<file path="src/rtl/uart_pkg.sv">
// Shared UART definitions: arbiter FSM states, serializer timing constants, byte type.
// No logic; consumed by the TX arbiter and related UART blocks.
// Timing constants describe the 100 MHz / 9600 baud / 16x oversampled serializer.
package uart_pkg;

  localparam int unsigned CLK_HZ        = 100_000_000;
  localparam int unsigned BAUD_RATE     = 9600;
  localparam int unsigned OVERSAMPLE    = 16;
  localparam int unsigned BAUD_TICK_DIV = CLK_HZ / (BAUD_RATE * OVERSAMPLE);

  typedef logic [7:0] byte_t;

  typedef enum logic [1:0] {
    IDLE = 2'd0,
    SEND = 2'd1,
    WAIT = 2'd2
  } arb_state_e;

endpackage

</file>
<file path="src/rtl/uart_tx_arbiter_if.sv">
// Requester-side byte streams plus the serializer start/busy handshake.
// master = requesters and serializer, slave = the arbiter.
// Byte i of req_data lives on bits [8i+7:8i].
interface uart_tx_arbiter_if #(
  parameter int NUM_REQ = 4
);
  import uart_pkg::*;

  logic [NUM_REQ-1:0]   req_valid;
  logic [NUM_REQ*8-1:0] req_data;
  logic [NUM_REQ-1:0]   req_last;
  logic [NUM_REQ-1:0]   req_ready;
  logic                 tx_start;
  byte_t                tx_data;
  logic                 tx_busy;

  modport master (
    output req_valid, req_data, req_last, tx_busy,
    input  req_ready, tx_start, tx_data
  );

  modport slave (
    input  req_valid, req_data, req_last, tx_busy,
    output req_ready, tx_start, tx_data
  );

endinterface

</file>
<file path="src/rtl/uart_tx_arbiter_rr_pick.sv">
// Round-robin selector: first asserted req at or after ptr, wrapping modulo N.
// Purely combinational, zero latency.
// No backpressure; any is low when nothing requests (idx is then 0).
module rr_pick #(
  parameter int N = 4
) (
  input  logic [N-1:0]         req,
  input  logic [$clog2(N)-1:0] ptr,
  output logic [$clog2(N)-1:0] idx,
  output logic                 any
);
  localparam int PW = $clog2(N);

  logic [PW:0] cand;

  // Scan offsets from farthest to nearest so the nearest asserted request wins.
  always_comb begin
    idx  = '0;
    any  = |req;
    cand = '0;
    for (int k = N - 1; k >= 0; k--) begin
      cand = {1'b0, ptr} + (PW + 1)'(k);
      if (cand >= (PW + 1)'(N)) begin
        cand = cand - (PW + 1)'(N);
      end
      if (req[cand[PW-1:0]]) begin
        idx = cand[PW-1:0];
      end
    end
  end

endmodule

</file>
<file path="src/rtl/uart_tx_arbiter.sv">
// Shares one UART TX serializer among NUM_REQ requesters, moving whole messages per grant.
// Latency: request->grant 1 cycle, accept->tx_start 1 cycle.
// Backpressure: req_ready only in SEND with serializer idle; grant rotates on last, burst cap or stall.
module uart_tx_arbiter
  import uart_pkg::*;
#(
  parameter int NUM_REQ       = 4,
  parameter int MAX_BURST     = 16,
  parameter int STALL_TIMEOUT = 1024
) (
  input  logic                       clk,
  input  logic                       reset,
  uart_tx_arbiter_if.slave           bus,
  output logic                       grant_active_o,
  output logic [$clog2(NUM_REQ)-1:0] grant_id_o,
  output logic                       stall_abort_o
);
  localparam int              IW         = $clog2(NUM_REQ);
  localparam logic [7:0]      BURST_CAP  = 8'(MAX_BURST);
  localparam logic [15:0]     STALL_LAST = 16'(STALL_TIMEOUT - 1);
  localparam logic [IW-1:0]   LAST_ID    = IW'(NUM_REQ - 1);

  arb_state_e    state_q, state_d;
  logic [IW-1:0] grant_id_q, grant_id_d;
  logic [IW-1:0] rr_ptr_q, rr_ptr_d;
  logic          grant_active_q, grant_active_d;
  logic          last_q, last_d;
  logic          tx_start_q, tx_start_d;
  logic          stall_abort_q, stall_abort_d;
  byte_t         tx_data_q, tx_data_d;
  logic [7:0]    burst_cnt_q, burst_cnt_d;
  logic [15:0]   stall_cnt_q, stall_cnt_d;

  logic [IW-1:0] pick_idx;
  logic          pick_any;
  logic          g_valid;
  logic          g_last;
  byte_t         g_data;
  logic          send_rdy;
  logic          xfer;
  logic [IW-1:0] next_ptr;

  rr_pick #(.N(NUM_REQ)) u_rr_pick (
    .req (bus.req_valid),
    .ptr (rr_ptr_q),
    .idx (pick_idx),
    .any (pick_any)
  );

  // Select the owner's byte stream and derive the transfer condition.
  always_comb begin
    g_valid  = bus.req_valid[grant_id_q];
    g_last   = bus.req_last[grant_id_q];
    g_data   = bus.req_data[{grant_id_q, 3'b000} +: 8];
    send_rdy = (state_q == SEND) && !bus.tx_busy;
    xfer     = send_rdy && g_valid;
    next_ptr = (grant_id_q == LAST_ID) ? '0 : grant_id_q + 1'b1;
  end

  // State and datapath registers; reset clears every visible output immediately.
  always_ff @(posedge clk or posedge reset) begin
    if (reset) begin
      state_q        <= IDLE;
      grant_id_q     <= '0;
      rr_ptr_q       <= '0;
      grant_active_q <= 1'b0;
      last_q         <= 1'b0;
      tx_start_q     <= 1'b0;
      stall_abort_q  <= 1'b0;
      tx_data_q      <= '0;
      burst_cnt_q    <= '0;
      stall_cnt_q    <= '0;
    end else begin
      state_q        <= state_d;
      grant_id_q     <= grant_id_d;
      rr_ptr_q       <= rr_ptr_d;
      grant_active_q <= grant_active_d;
      last_q         <= last_d;
      tx_start_q     <= tx_start_d;
      stall_abort_q  <= stall_abort_d;
      tx_data_q      <= tx_data_d;
      burst_cnt_q    <= burst_cnt_d;
      stall_cnt_q    <= stall_cnt_d;
    end
  end

  // Next state: grant in IDLE, accept/stall-count in SEND, rotate-or-continue in WAIT.
  always_comb begin
    state_d        = state_q;
    grant_id_d     = grant_id_q;
    rr_ptr_d       = rr_ptr_q;
    grant_active_d = grant_active_q;
    last_d         = last_q;
    tx_start_d     = 1'b0;
    stall_abort_d  = 1'b0;
    tx_data_d      = tx_data_q;
    burst_cnt_d    = burst_cnt_q;
    stall_cnt_d    = stall_cnt_q;
    case (state_q)
      IDLE: begin
        if (pick_any) begin
          grant_id_d     = pick_idx;
          grant_active_d = 1'b1;
          burst_cnt_d    = '0;
          stall_cnt_d    = '0;
          state_d        = SEND;
        end
      end
      SEND: begin
        if (xfer) begin
          tx_data_d   = g_data;
          tx_start_d  = 1'b1;
          burst_cnt_d = burst_cnt_q + 8'd1;
          last_d      = g_last;
          state_d     = WAIT;
        end else if (!bus.tx_busy) begin
          // Owner has nothing to offer while the serializer is free: count toward revocation.
          if (stall_cnt_q == STALL_LAST) begin
            stall_abort_d  = 1'b1;
            grant_active_d = 1'b0;
            rr_ptr_d       = next_ptr;
            state_d        = IDLE;
          end else if (stall_cnt_q != 16'hFFFF) begin
            stall_cnt_d = stall_cnt_q + 16'd1;
          end
        end
      end
      WAIT: begin
        // tx_busy only rises the cycle after tx_start, so ignore it during the start pulse.
        if (!tx_start_q && !bus.tx_busy) begin
          if (last_q || (burst_cnt_q == BURST_CAP)) begin
            grant_active_d = 1'b0;
            rr_ptr_d       = next_ptr;
            state_d        = IDLE;
          end else begin
            stall_cnt_d = '0;
            state_d     = SEND;
          end
        end
      end
      default: state_d = IDLE;
    endcase
  end

  // Outputs: one-hot ready to the owner when the serializer can take a byte.
  always_comb begin
    bus.req_ready = '0;
    if (send_rdy) begin
      bus.req_ready[grant_id_q] = 1'b1;
    end
    bus.tx_start   = tx_start_q;
    bus.tx_data    = tx_data_q;
    grant_active_o = grant_active_q;
    grant_id_o     = grant_id_q;
    stall_abort_o  = stall_abort_q;
  end

endmodule

</file>
<file path="src/flat_wrapper.sv">
// flat-port wrapper written by rule: the top's interface ports become plain ports
module uart_tx_arbiter_flat import uart_pkg::*;
#(
  parameter int NUM_REQ       = 4,
  parameter int MAX_BURST     = 16,
  parameter int STALL_TIMEOUT = 1024
)
  (clk, reset, grant_active_o, grant_id_o, stall_abort_o, bus_req_valid, bus_req_data, bus_req_last, bus_tx_busy, bus_req_ready, bus_tx_start, bus_tx_data);
  uart_tx_arbiter_if #(.NUM_REQ(NUM_REQ)) bus_i ();
  input  logic clk;
  input  logic reset;
  output logic grant_active_o;
  output logic [$clog2(NUM_REQ)-1:0] grant_id_o;
  output logic stall_abort_o;
  input wire logic [$bits(bus_i.req_valid)-1:0] bus_req_valid;
  input wire logic [$bits(bus_i.req_data)-1:0] bus_req_data;
  input wire logic [$bits(bus_i.req_last)-1:0] bus_req_last;
  input wire logic [$bits(bus_i.tx_busy)-1:0] bus_tx_busy;
  output wire logic [$bits(bus_i.req_ready)-1:0] bus_req_ready;
  output wire logic [$bits(bus_i.tx_start)-1:0] bus_tx_start;
  output wire logic [$bits(bus_i.tx_data)-1:0] bus_tx_data;
  assign bus_i.req_valid = bus_req_valid;
  assign bus_i.req_data = bus_req_data;
  assign bus_i.req_last = bus_req_last;
  assign bus_i.tx_busy = bus_tx_busy;
  assign bus_req_ready = bus_i.req_ready;
  assign bus_tx_start = bus_i.tx_start;
  assign bus_tx_data = bus_i.tx_data;
  uart_tx_arbiter #(.NUM_REQ(NUM_REQ), .MAX_BURST(MAX_BURST), .STALL_TIMEOUT(STALL_TIMEOUT)) u_core (.clk(clk), .reset(reset), .bus(bus_i), .grant_active_o(grant_active_o), .grant_id_o(grant_id_o), .stall_abort_o(stall_abort_o));
endmodule
</file>
<file path="config.mk">
export PLATFORM = sky130hd
export DESIGN_NAME = uart_tx_arbiter_flat
export DESIGN_NICKNAME = d
export VERILOG_FILES = /design/src/rtl/uart_pkg.sv /design/src/rtl/uart_tx_arbiter_if.sv /design/src/rtl/uart_tx_arbiter_rr_pick.sv /design/src/rtl/uart_tx_arbiter.sv /design/src/flat_wrapper.sv
export SDC_FILE = /design/constraint.sdc
export NUM_CORES = 1
export LEC_CHECK = 0
export BUFFER_PORTS_ARGS = -buffer_cell sky130_fd_sc_hd__buf_2
export CAP_MARGIN = 15
export CORE_MARGIN = 2
export CORE_UTILIZATION = 59
export DETAILED_ROUTE_END_ITERATION = 8
export PLACE_DENSITY = 0.86
export RECOVER_POWER = 50
export REMOVE_ABC_BUFFERS = 1
export SLEW_MARGIN = 0
export SYNTH_ARGS = -nofsm -noshare
export SYNTH_HDL_FRONTEND = slang
export SYNTH_SLANG_ARGS = --single-unit
</file>
<file path="constraint.sdc">
create_clock -name clk -period 5.8 [get_ports clk]
set_input_delay 0.29 -clock clk [delete_from_list [all_inputs] [get_ports clk]]
set_output_delay 0.29 -clock clk [all_outputs]
set_load 0.05 [all_outputs]
</file>
==> results of run 1 <==
worst min path at each step:
stage / start / end / slack (ns) / cells after the start
5_1_grt: bus_req_valid[3] / u_core.grant_id_o[0] / 0.38 / 3
6_report: bus_req_valid[3] / u_core.grant_id_o[0] / 0.35 / 3
4_1_cts: reset / u_core.burst_cnt_q[3] / 0.12 / 3
3_3_place_gp: reset / u_core.burst_cnt_q[2] / 0.45 / 3
2_1_floorplan: u_core.burst_cnt_q[7] / u_core.burst_cnt_q[7] / 0.45 / 1
3_5_place_dp: reset / u_core.burst_cnt_q[2] / 0.45 / 3
cell usage after synthesis, types with 3 or more instances:
cell / number
sky130_fd_sc_hd__dfrtp_1: 42
sky130_fd_sc_hd__nand3_1: 22
sky130_fd_sc_hd__nand2_1: 20
sky130_fd_sc_hd__a21oi_1: 19
sky130_fd_sc_hd__nor2_1: 14
sky130_fd_sc_hd__inv_1: 13
sky130_fd_sc_hd__mux2_2: 13
sky130_fd_sc_hd__ha_1: 12
sky130_fd_sc_hd__o31ai_1: 12
sky130_fd_sc_hd__or4_1: 10
sky130_fd_sc_hd__clkbuf_1: 9
sky130_fd_sc_hd__mux4_2: 9
sky130_fd_sc_hd__o21ai_0: 9
sky130_fd_sc_hd__and2_1: 8
sky130_fd_sc_hd__and3_1: 6
sky130_fd_sc_hd__nand4_1: 6
sky130_fd_sc_hd__o41ai_1: 6
sky130_fd_sc_hd__or4b_1: 6
sky130_fd_sc_hd__mux2i_1: 3
area by class of cell:
class | count | area (um^2) | share of cell area, %
clock buffer | 5 | 68.8 | 2.17
sequential | 42 | 1050 | 33.2
timing repair buffer | 60 | 289 | 9.12
clock inverter | 3 | 68.8 | 2.17
tap | 52 | 65.1 | 2.05
multi-input combinational | 206 | 1570 | 49.7
inverter | 14 | 52.6 | 1.66
worst min-delay path: cells and delay by family:
family | cells | cell delay (ns)
AOI/OAI and AO/OA | 1 | 0.08
buffers and inverters | 1 | 0.13
and+or+nand+nor | 1 | 0.10
state kept, by name, summed over array words and instances, names as in the netlist:
name	count
u_core.state_q	2
u_core.burst_cnt_q	8
u_core.stall_abort_o	1
u_core.last_q	1
u_core.stall_cnt_q	16
u_core.rr_ptr_q	2
u_core.bus.tx_start	1
u_core.grant_active_o	1
u_core.bus.tx_data	8
u_core.grant_id_o	2
per-stage QoR:
stage                     utilization [%]  total power, W  hold slack, ns  cells  cell area (um^2)
after floorplan                         -         0.00108           0.446    262              2680
after global placement               69.0         0.00125           0.446    374              3050
after detailed placement             69.0         0.00129           0.450    374              3050
after CTS                            72.1         0.00157           0.122    382              3180
after global routing                 71.8         0.00165           0.378    382              3170
final                                71.8         0.00155           0.355    382              3170
cell families after synthesis:
group           Yosys count  synth area share (%)
mux                      25                  13.8
compound gates           63                  16.0
simple gates            106                  22.2
buf+inv                  27                  4.16
fa+ha+maj                12                  5.48
flops                    42                  38.4
power groups by stage:
stage	combinational, W	clock [W]	sequential [W]
floorplan	0.000471	0	0.000612
global placement	0.000761	0	0.000485
detailed placement	0.000793	0	0.000494
CTS	0.000794	0.000284	0.000489
global route	0.000854	0.000294	0.000507
finish	0.000784	0.000278	0.000489
per-layer routing:
layer,routed length (um),track usage (%)
met1,2650,30.9
met2,3210,44.4
met3,249,4.31
met4,42,8.81
met5,0,0
==> impl.org, run 1 <==
** Critical path
- End of the critical path :: u_core.stall_cnt_q[5]
- Startpoint type of the worst setup path :: flop
- In this run the worst path has a maximum fanout of 25.
- Worst setup path startpoint :: u_core.state_q[1]
- Worst R2R Start :: u_core.state_q[1]
- For the worst flop-to-flop path, the logic depth is 7.
- On the critical path, the stage with the largest delay is an instance of sky130_fd_sc_hd__nor2_1.
- CP peak stage delay :: 0.79 ns
- The signal on the critical path passes through inv_1 > ha_1 > nor3b_1 > a2bb2oi_2 > nand3_4 > nor2_1 > a21oi_1.
- The worst setup path is captured at a flop.
- Worst reg2reg setup slack :: 2.57 ns
- Capture instance of the worst register-to-register path :: u_core.stall_cnt_q[5]
- Required time worst endpoint :: 5.93 ns
- The worst setup path is of the flop to flop kind.
- Data arrival time of the critical path :: 3.36 ns
- Together, buffers and inverters on the worst path number 1.
- Cell family with most CP delay :: simple AND/OR/NAND/NOR gates
- The critical path runs through a total of 7 cells.

** Run status
- The flow ran to the end, but the final reports show violations.
- The final reports fail on max-capacitance violations, max-slew violations.

** Power
- Power Density :: 489 nW/um^2
- Portion of total power attributed to combinational logic :: 50.6%
- For this design the total switching power over the nets is 0.000719 W.
- Part of the power in registers :: 31.5%
- Cell-internal power :: 0.000833 W
- Worst voltage drop across the vdd grid :: 0.354 mV
- Clock share of power :: 17.9%
- Of the total power, the share spent switching nets is 46.3%.
- Pleak :: 1.39 nW

** Layout
- After filler insertion, the fill cell instance count of the layout stands at 348.
- In the final design database the tool counted 384 nets.
- The library cell used most frequently in the layout, excluding fill and tap cells, is sky130_fd_sc_hd__buf_2.
- Number of diodes :: 0
- Share of cells above drive strength 1 :: 25.8%
- Most frequent cells in the layout :: 51 x sky130_fd_sc_hd__buf_2, 42 x sky130_fd_sc_hd__dfrtp_1, 22 x sky130_fd_sc_hd__nand3_1, 20 x sky130_fd_sc_hd__nand2_1, 19 x sky130_fd_sc_hd__a21oi_1
- Growth of design area from synthesis to finish :: 15.7%

** Clock tree
- Clock-pin slew was measured on the worst setup and hold paths at 0.08 ns.
- Deepest clock path buffer count :: 2
- Clock tree from TritonCTS :: built
- Post-CTS resize count :: 0
- At the later pin of the worst-skew pair, clock insertion delay measures 0.30 ns.
- CTS built an H-tree with a depth of 2.
- The clock net in this run drives a total of 42 sinks.
- Buffers inserted by post-CTS timing repair :: 0
- TritonCTS Buffers :: 5
- Total of hold buffers inserted after clock tree synthesis :: 0
- Root Buffer :: sky130_fd_sc_hd__clkbuf_8

** Timing
- RSZ-0062 raised after global routing :: no
- After layout, the worst path uses 55.6% of the clock period.
- Static timing analysis puts the maximum clock frequency at 0.310 GHz.
- Between clock sinks in the finished design, the worst skew comes to 0.0107 ns.
- Final Hold Violating Endpoints :: 0
- For the pin with the worst max-slew slack, the measured transition is 2.18 ns.
- Setup slack closes at 2.57 ns.
- Headroom to the max-slew limit came out at -45.6%.
- The max-slew violation count was 43.
- Summed over all failing endpoints, the final setup total negative slack is 0 ns.
- Shortest period the worst path allows :: 3.23 ns
- Setup violations remaining at the end of the flow were counted as 0.

** Floorplanning
- The die covers 5200 um^2.
- In this run the vertical extent of the chip is 72.1 um.
- The floorplan has 24 rows.
- Initial Util :: 62.0%
- Core footprint :: 4410 um^2
- In this run the horizontal extent of the chip is 72.1 um.
- Count of pins on the block boundary :: 60

** Global route
- In the global route stage, overall resource usage came out at 25.1%.
- For this run the aggregate overflow at the end of global routing stands at 0.
- The number of antenna violations at the first check in global routing was 0.
- Entering global routing, the biggest net connects 43 pins.
- First-pass GRT wire length :: 10.4 mm
- The number of global-route vias before repair is 2366.

** Route
- The detail route stage leaves a number of antenna-violating nets equal to 0.
- Residual DRC count :: 0
- Detailed routing inserted a total of 2372 vias.
- The first TritonRoute pass finished after 4 iterations.
- Dividing the detail-routed wire length by the instance count gives 16.1 um.
- The detailed router finished its first iteration with 164 violations.
- DR vias/cell :: 6.21
- Wire length reported by the detailed router :: 6.16 mm

** Placed design
- Before CTS, the worst setup slack after placement is 2.65 ns.
- RePlAce Congestion :: 0.851
- IO Port Bufs :: 59
- Summed over all nets, the half-perimeter wirelength after detailed placement is 4.51 mm.

** Job
- Across the run, the number of max-cap violations was 1.

** Yosys
- After synthesis the cells add up to 2740 um^2.
- Average footprint of a synthesized cell :: 9.96 um^2
- Number of synthesized flops with an enable pin :: 0
- Top FF cell, synth :: sky130_fd_sc_hd__dfrtp_1
- Async set-or-reset flop fraction in the synthesized netlist :: 100%
- In the post-synthesis netlist, the biggest area contributors are sky130_fd_sc_hd__dfrtp_1 38%, sky130_fd_sc_hd__mux4_2 7.4%, sky130_fd_sc_hd__ha_1 5.5%.
- sky130_fd_sc_hd__dfrtp_1 takes more of the synthesized area than any other cell.
- Flip-flop and latch count after synthesis :: 42
- Post-synth top area share :: 38.4%
- Number of cells produced by synthesis :: 275
- After synthesis, the netlist uses 47 different library cells.
- Sequential fraction of the synthesis area :: 38.4%
- For this run, the number of Yosys warnings is 0.

** Worst hold path
- The min-delay analysis places its worst path in the category input port to flop.
(Power assumes the default switching activity.)
==> run 2, diff against run 1 <==
--- a/config.mk
+++ b/config.mk
@@ -5,12 +5,13 @@
 export SDC_FILE = /design/constraint.sdc
 export NUM_CORES = 1
 export LEC_CHECK = 0
+export ABC_AREA = 1
 export BUFFER_PORTS_ARGS = -buffer_cell sky130_fd_sc_hd__buf_2
 export CAP_MARGIN = 15
 export CORE_MARGIN = 2
-export CORE_UTILIZATION = 59
+export CORE_UTILIZATION = 56
 export DETAILED_ROUTE_END_ITERATION = 8
-export PLACE_DENSITY = 0.86
+export PLACE_DENSITY = 0.81
 export RECOVER_POWER = 50
 export REMOVE_ABC_BUFFERS = 1
 export SLEW_MARGIN = 0
==> constraint.sdc (replaced) <==
create_clock -name clk -period 3.1 [get_ports clk]
set_input_delay 0.155 -clock clk [delete_from_list [all_inputs] [get_ports clk]]
set_output_delay 0.155 -clock clk [all_outputs]
set_load 0.05 [all_outputs]
==> run 2 against run 1 <==
Effect of this change:
- the run now ends clean
- final cell count rose by 60%
- flip-flop and latch count unchanged
- clock-buffer cell count grew 1
- first-iteration DRC count rose by 53%
- critical endpoint is now u_core.state_q[0]
- highest routed layer unchanged
==> impl.org, run 2 <==
** Run status
- Outcome: completed (was finished with violations).

** Critical path
- The delay of the slowest cell on the worst path is 0.44 ns (was 0.79 ns).
- Crit Path Category :: flop to flop (unchanged)
- The number of buffer and inverter instances along the worst setup path came to 4 (was 1).
- Required time worst endpoint :: 3.28 ns (was 5.93 ns)
- The gate family responsible for the most delay along the worst path was buffers and inverters (was simple AND/OR/NAND/NOR gates).
- The critical path arrival came to 2.72 ns (was 3.36 ns).
- Ordered list of cells on the worst path :: inv_1 > ha_1 > inv_2 > nor2_1 > nand3_1 > buf_4 > inv_1 > o21ai_0 > nand2_1 > o21ai_0 (was inv_1 > ha_1 > nor3b_1 > a2bb2oi_2 > nand3_4 > nor2_1 > a21oi_1)
- The cell with the biggest individual delay on the critical path is sky130_fd_sc_hd__dfrtp_1 (was sky130_fd_sc_hd__nor2_1).
- The type of element capturing the critical path was a flop (unchanged).
- Critical path peak fanout :: 21 (was 25)
- Startpoint type of the worst setup path :: flop (unchanged)

** Clock tree
- Buffers inserted by post-CTS timing repair :: 0 (unchanged)
- Deepest clock path buffer count :: 2 (unchanged)
- TritonCTS Buffers :: 5 (unchanged)
- The number of levels the H-tree was split into is 2 (unchanged).
- The clock latency of the later-clocked register in the worst-skew pair is 0.30 ns (about the same).
- The count of clock tree sinks was 42 (unchanged).
- The CTS root buffer is sky130_fd_sc_hd__clkbuf_8 (unchanged).
- Clock tree from TritonCTS :: built (unchanged)
- The clock edge transition at the registers on the reported setup and hold paths was 0.08 ns (about the same).

** Timing
- Max-slew headroom at the worst pin :: 31.7% (was -45.6%)
- Clk_skew :: 0.0148 ns (was 0.0107 ns)
- The worst hold slack across all endpoints came to 0.0660 ns (was 0.355 ns).
- Final critical-path setup slack :: 0.559 ns (was 2.57 ns)
- The max-slew violation count is 0 (was 43).
- Shortest period the worst path allows :: 2.54 ns (was 3.23 ns)
- Final Hold Violating Endpoints :: 0 (unchanged)
- RSZ-0062 raised after global routing: no (unchanged).
- Setup TNS Final :: 0 ns (unchanged)
- The highest clock frequency the design can meet came to 0.393 GHz (was 0.310 GHz).
- The final critical-path share of the clock period was 82.0% (was 55.6%).
- Setup violation total in the final timing report :: 0 (unchanged)
- The actual transition at the worst max-transition pin came to 1.03 ns (was 2.18 ns).

** Layout
- The register with the highest flop count is u_core.stall_cnt_q (unchanged).
- Most frequent cells in the layout :: 168 x sky130_fd_sc_hd__nand2_1, 71 x sky130_fd_sc_hd__nor2_1, 51 x sky130_fd_sc_hd__buf_2, 46 x sky130_fd_sc_hd__inv_1, 43 x sky130_fd_sc_hd__nand3_1 (was 51 x sky130_fd_sc_hd__buf_2, 42 x sky130_fd_sc_hd__dfrtp_1, 22 x sky130_fd_sc_hd__nand3_1, 20 x sky130_fd_sc_hd__nand2_1, 19 x sky130_fd_sc_hd__a21oi_1)
- Max reg flops :: 16 (unchanged)
- Commonest non-fill, non-tap cell in the layout :: sky130_fd_sc_hd__nand2_1 (was sky130_fd_sc_hd__buf_2)
- The number of nets in the final layout was 595 (was 384).
- The number of fill cells in the layout was 498 (was 348).
- The layout overhead on the synthesized area is 13.8% (was 15.7%).
- The share of cells above drive strength 1 came to 14.0% (was 25.8%).
- The number of inserted diodes was 0 (unchanged).

** Global route
- The remaining global-route overflow was 0 (unchanged).
- The first-pass GRT wire length is 13.2 mm (was 10.4 mm).
- GRT Total Usage :: 26.4% (was 25.1%)
- The number of antenna violations at the first check in global routing is 0 (unchanged).
- The number of global-route vias before repair came to 2982 (was 2366).
- The largest net degree at the start of global routing was 43 (unchanged).

** Yosys
- Multiplexer area fraction after synthesis :: 0% (was 13.8%)
- Area fraction in and, or, nand and nor cells after synthesis :: 41.4% (was 22.2%)
- The cell type with the highest aggregate area in the netlist is sky130_fd_sc_hd__dfrtp_1 (unchanged).
- The most common flop cell mapped by yosys was sky130_fd_sc_hd__dfrtp_1 (unchanged).
- The number of synthesized flops with an enable pin is 0 (unchanged).
- Async set-or-reset flop fraction in the synthesized netlist :: 100% (unchanged)
- The leading cell type by number of instances after synthesis is sky130_fd_sc_hd__nand2_1 (was sky130_fd_sc_hd__dfrtp_1).
- The netlist area before placement is 3120 um^2 (was 2740 um^2).
- Compound-cell area share of the yosys netlist :: 7.71% (was 16.0%)
- The number of synthesized register bits was 42 (unchanged).
- The largest family of logic cells by synthesized area was simple AND/OR/NAND/NOR gates (unchanged).
- Adder-cell share of the synthesized area :: 4.82% (was 5.48%)
- The synthesis warning total came to 0 (unchanged).
- Sequential fraction of the synthesis area :: 33.7% (was 38.4%)
- The area share of the largest cell type after synthesis came to 33.7% (was 38.4%).
- Average footprint of a synthesized cell :: 6.43 um^2 (was 9.96 um^2)
- Synth Area in XOR/XNOR :: 3.37% (was 0%)
- The count of unique library cells instantiated by Yosys is 30 (was 47).
- Top cells by area, synth: sky130_fd_sc_hd__dfrtp_1 34%, sky130_fd_sc_hd__nand2_1 20%, sky130_fd_sc_hd__nor2_1 8.6% (was sky130_fd_sc_hd__dfrtp_1 38%, sky130_fd_sc_hd__mux4_2 7.4%, sky130_fd_sc_hd__ha_1 5.5%).
- Synth top cells by count: 168 x sky130_fd_sc_hd__nand2_1, 71 x sky130_fd_sc_hd__nor2_1, 47 x sky130_fd_sc_hd__inv_1 (was 42 x sky130_fd_sc_hd__dfrtp_1, 22 x sky130_fd_sc_hd__nand3_1, 20 x sky130_fd_sc_hd__nand2_1).
- Number of cells produced by synthesis :: 485 (was 275)

** Floorplanning
- The area enclosed by the die boundary came to 6180 um^2 (was 5200 um^2).
- The placeable core area came to 5440 um^2 (was 4410 um^2).
- The number of I/O pins came to 60 (unchanged).
- The count of standard-cell rows is 27 (was 24).
- Initial Util :: 57.3% (was 62.0%)
- Die span in y :: 78.6 um (was 72.1 um)
- The width of the die was 78.6 um (was 72.1 um).

** Placed design
- The port buffer count came to 59 (unchanged).
- The HPWL after detailed placement came to 5.56 mm (was 4.51 mm).
- The placer congestion estimate is 0.914 (was 0.851).
- The worst-case setup slack after placement was 0.597 ns (was 2.65 ns).

** Worst hold path
- Worst Hold Class :: input port to flop (unchanged)

** Route
- The amount of wire on met2 after detailed routing was 3.45 mm (was 3.21 mm).
- Routed wirelength normalized by instance count :: 12.2 um (was 16.1 um)
- The remaining routing DRC violations is 0 (unchanged).
- DR vias/cell :: 5.24 (was 6.21)
- Total number of vias :: 3212 (was 2372)
- Max layer used :: met4 (unchanged)
- DRC violation total after the first TritonRoute iteration :: 251 (was 164)
- Met1 routed wirelength after detailed routing :: 3.48 mm (was 2.65 mm)
- The sum of routed wire length over all layers is 7.50 mm (was 6.16 mm).
- The wire length on met3 came to 439 um (was 249 um).
- Total iterations of the first detailed-routing run :: 5 (was 4)
- Number of antenna-violating nets in the routed design :: 0 (unchanged)

** Job
- Max-cap violations :: 0 (was 1)

** Power
- The leakage power is 1.89 nW (was 1.39 nW).
- The worst supply voltage drop on vdd came to 0.547 mV (was 0.354 mV).
- Power Density :: 810 nW/um^2 (was 489 nW/um^2)
run 2: final cells by class:
cell class                 count  area (um^2)  share of cell area [%]
multi-input combinational    376         1790                    50.3
sequential                    42         1050                    29.6
timing repair buffer          63          315                    8.89
inverter                      52          195                    5.50
tap                           72         90.1                    2.54
clock buffer                   6         72.6                    2.05
clock inverter                 2         37.5                    1.06
run 2: final timing paths:
| kind | start | endpoint | slack, ns | depth (start not counted) |
|---|---|---|---|---|
| max | u_core.state_q[1] | u_core.state_q[0] | 0.56 | 10 |
| min | bus_tx_busy | u_core.stall_abort_o | 0.07 | 2 |
| max reg2reg | u_core.state_q[1] | u_core.state_q[0] | 0.56 | 10 |
| min reg2reg | u_core.bus.tx_data[1] | u_core.bus.tx_data[1] | 0.49 | 2 |
| max in group asynchronous | reset | u_core.rr_ptr_q[0] | 1.75 | 4 |
| min in group asynchronous | reset | u_core.stall_cnt_q[15] | 0.72 | 4 |
run 2: repair_timing:
action	4_1_cts	5_1_grt
setup endpoints to repair	0	0
resized for setup	0	0
hold buffers	1	0
hold endpoints to repair	34	0
run 2: power by group:
part           total (W)  switching (W)  internal, W
sequential      0.000798       0.000124     0.000674
clock           0.000433       0.000193     0.000240
combinational    0.00164        0.00120     0.000438
run 2: cells by family after synthesis:
family	count (synthesis)
compound gates	45
xor+xnor	12
fa+ha+maj	12
buf+inv	67
flops	42
simple gates	307
run 2: per-stage QoR:
stage          total power [W]  std cells  area [um^2]  util (%)
2_1_floorplan          0.00202        470         3030         -
6_report               0.00287        613         3550      65.2
4_1_cts                0.00289        613         3560      65.4
3_3_place_gp           0.00241        604         3440      63.2
3_5_place_dp           0.00244        604         3440      63.2
5_1_grt                0.00314        613         3550      65.2
run 2: metal layers:
layer | up-vias | global-route usage [%]
met3 | 13 | 5.29
met1 | 1453 | 35.9
met4 | 0 | 8.07
met2 | 111 | 42.4
li1 | 1635 | -
met5 | - | 0
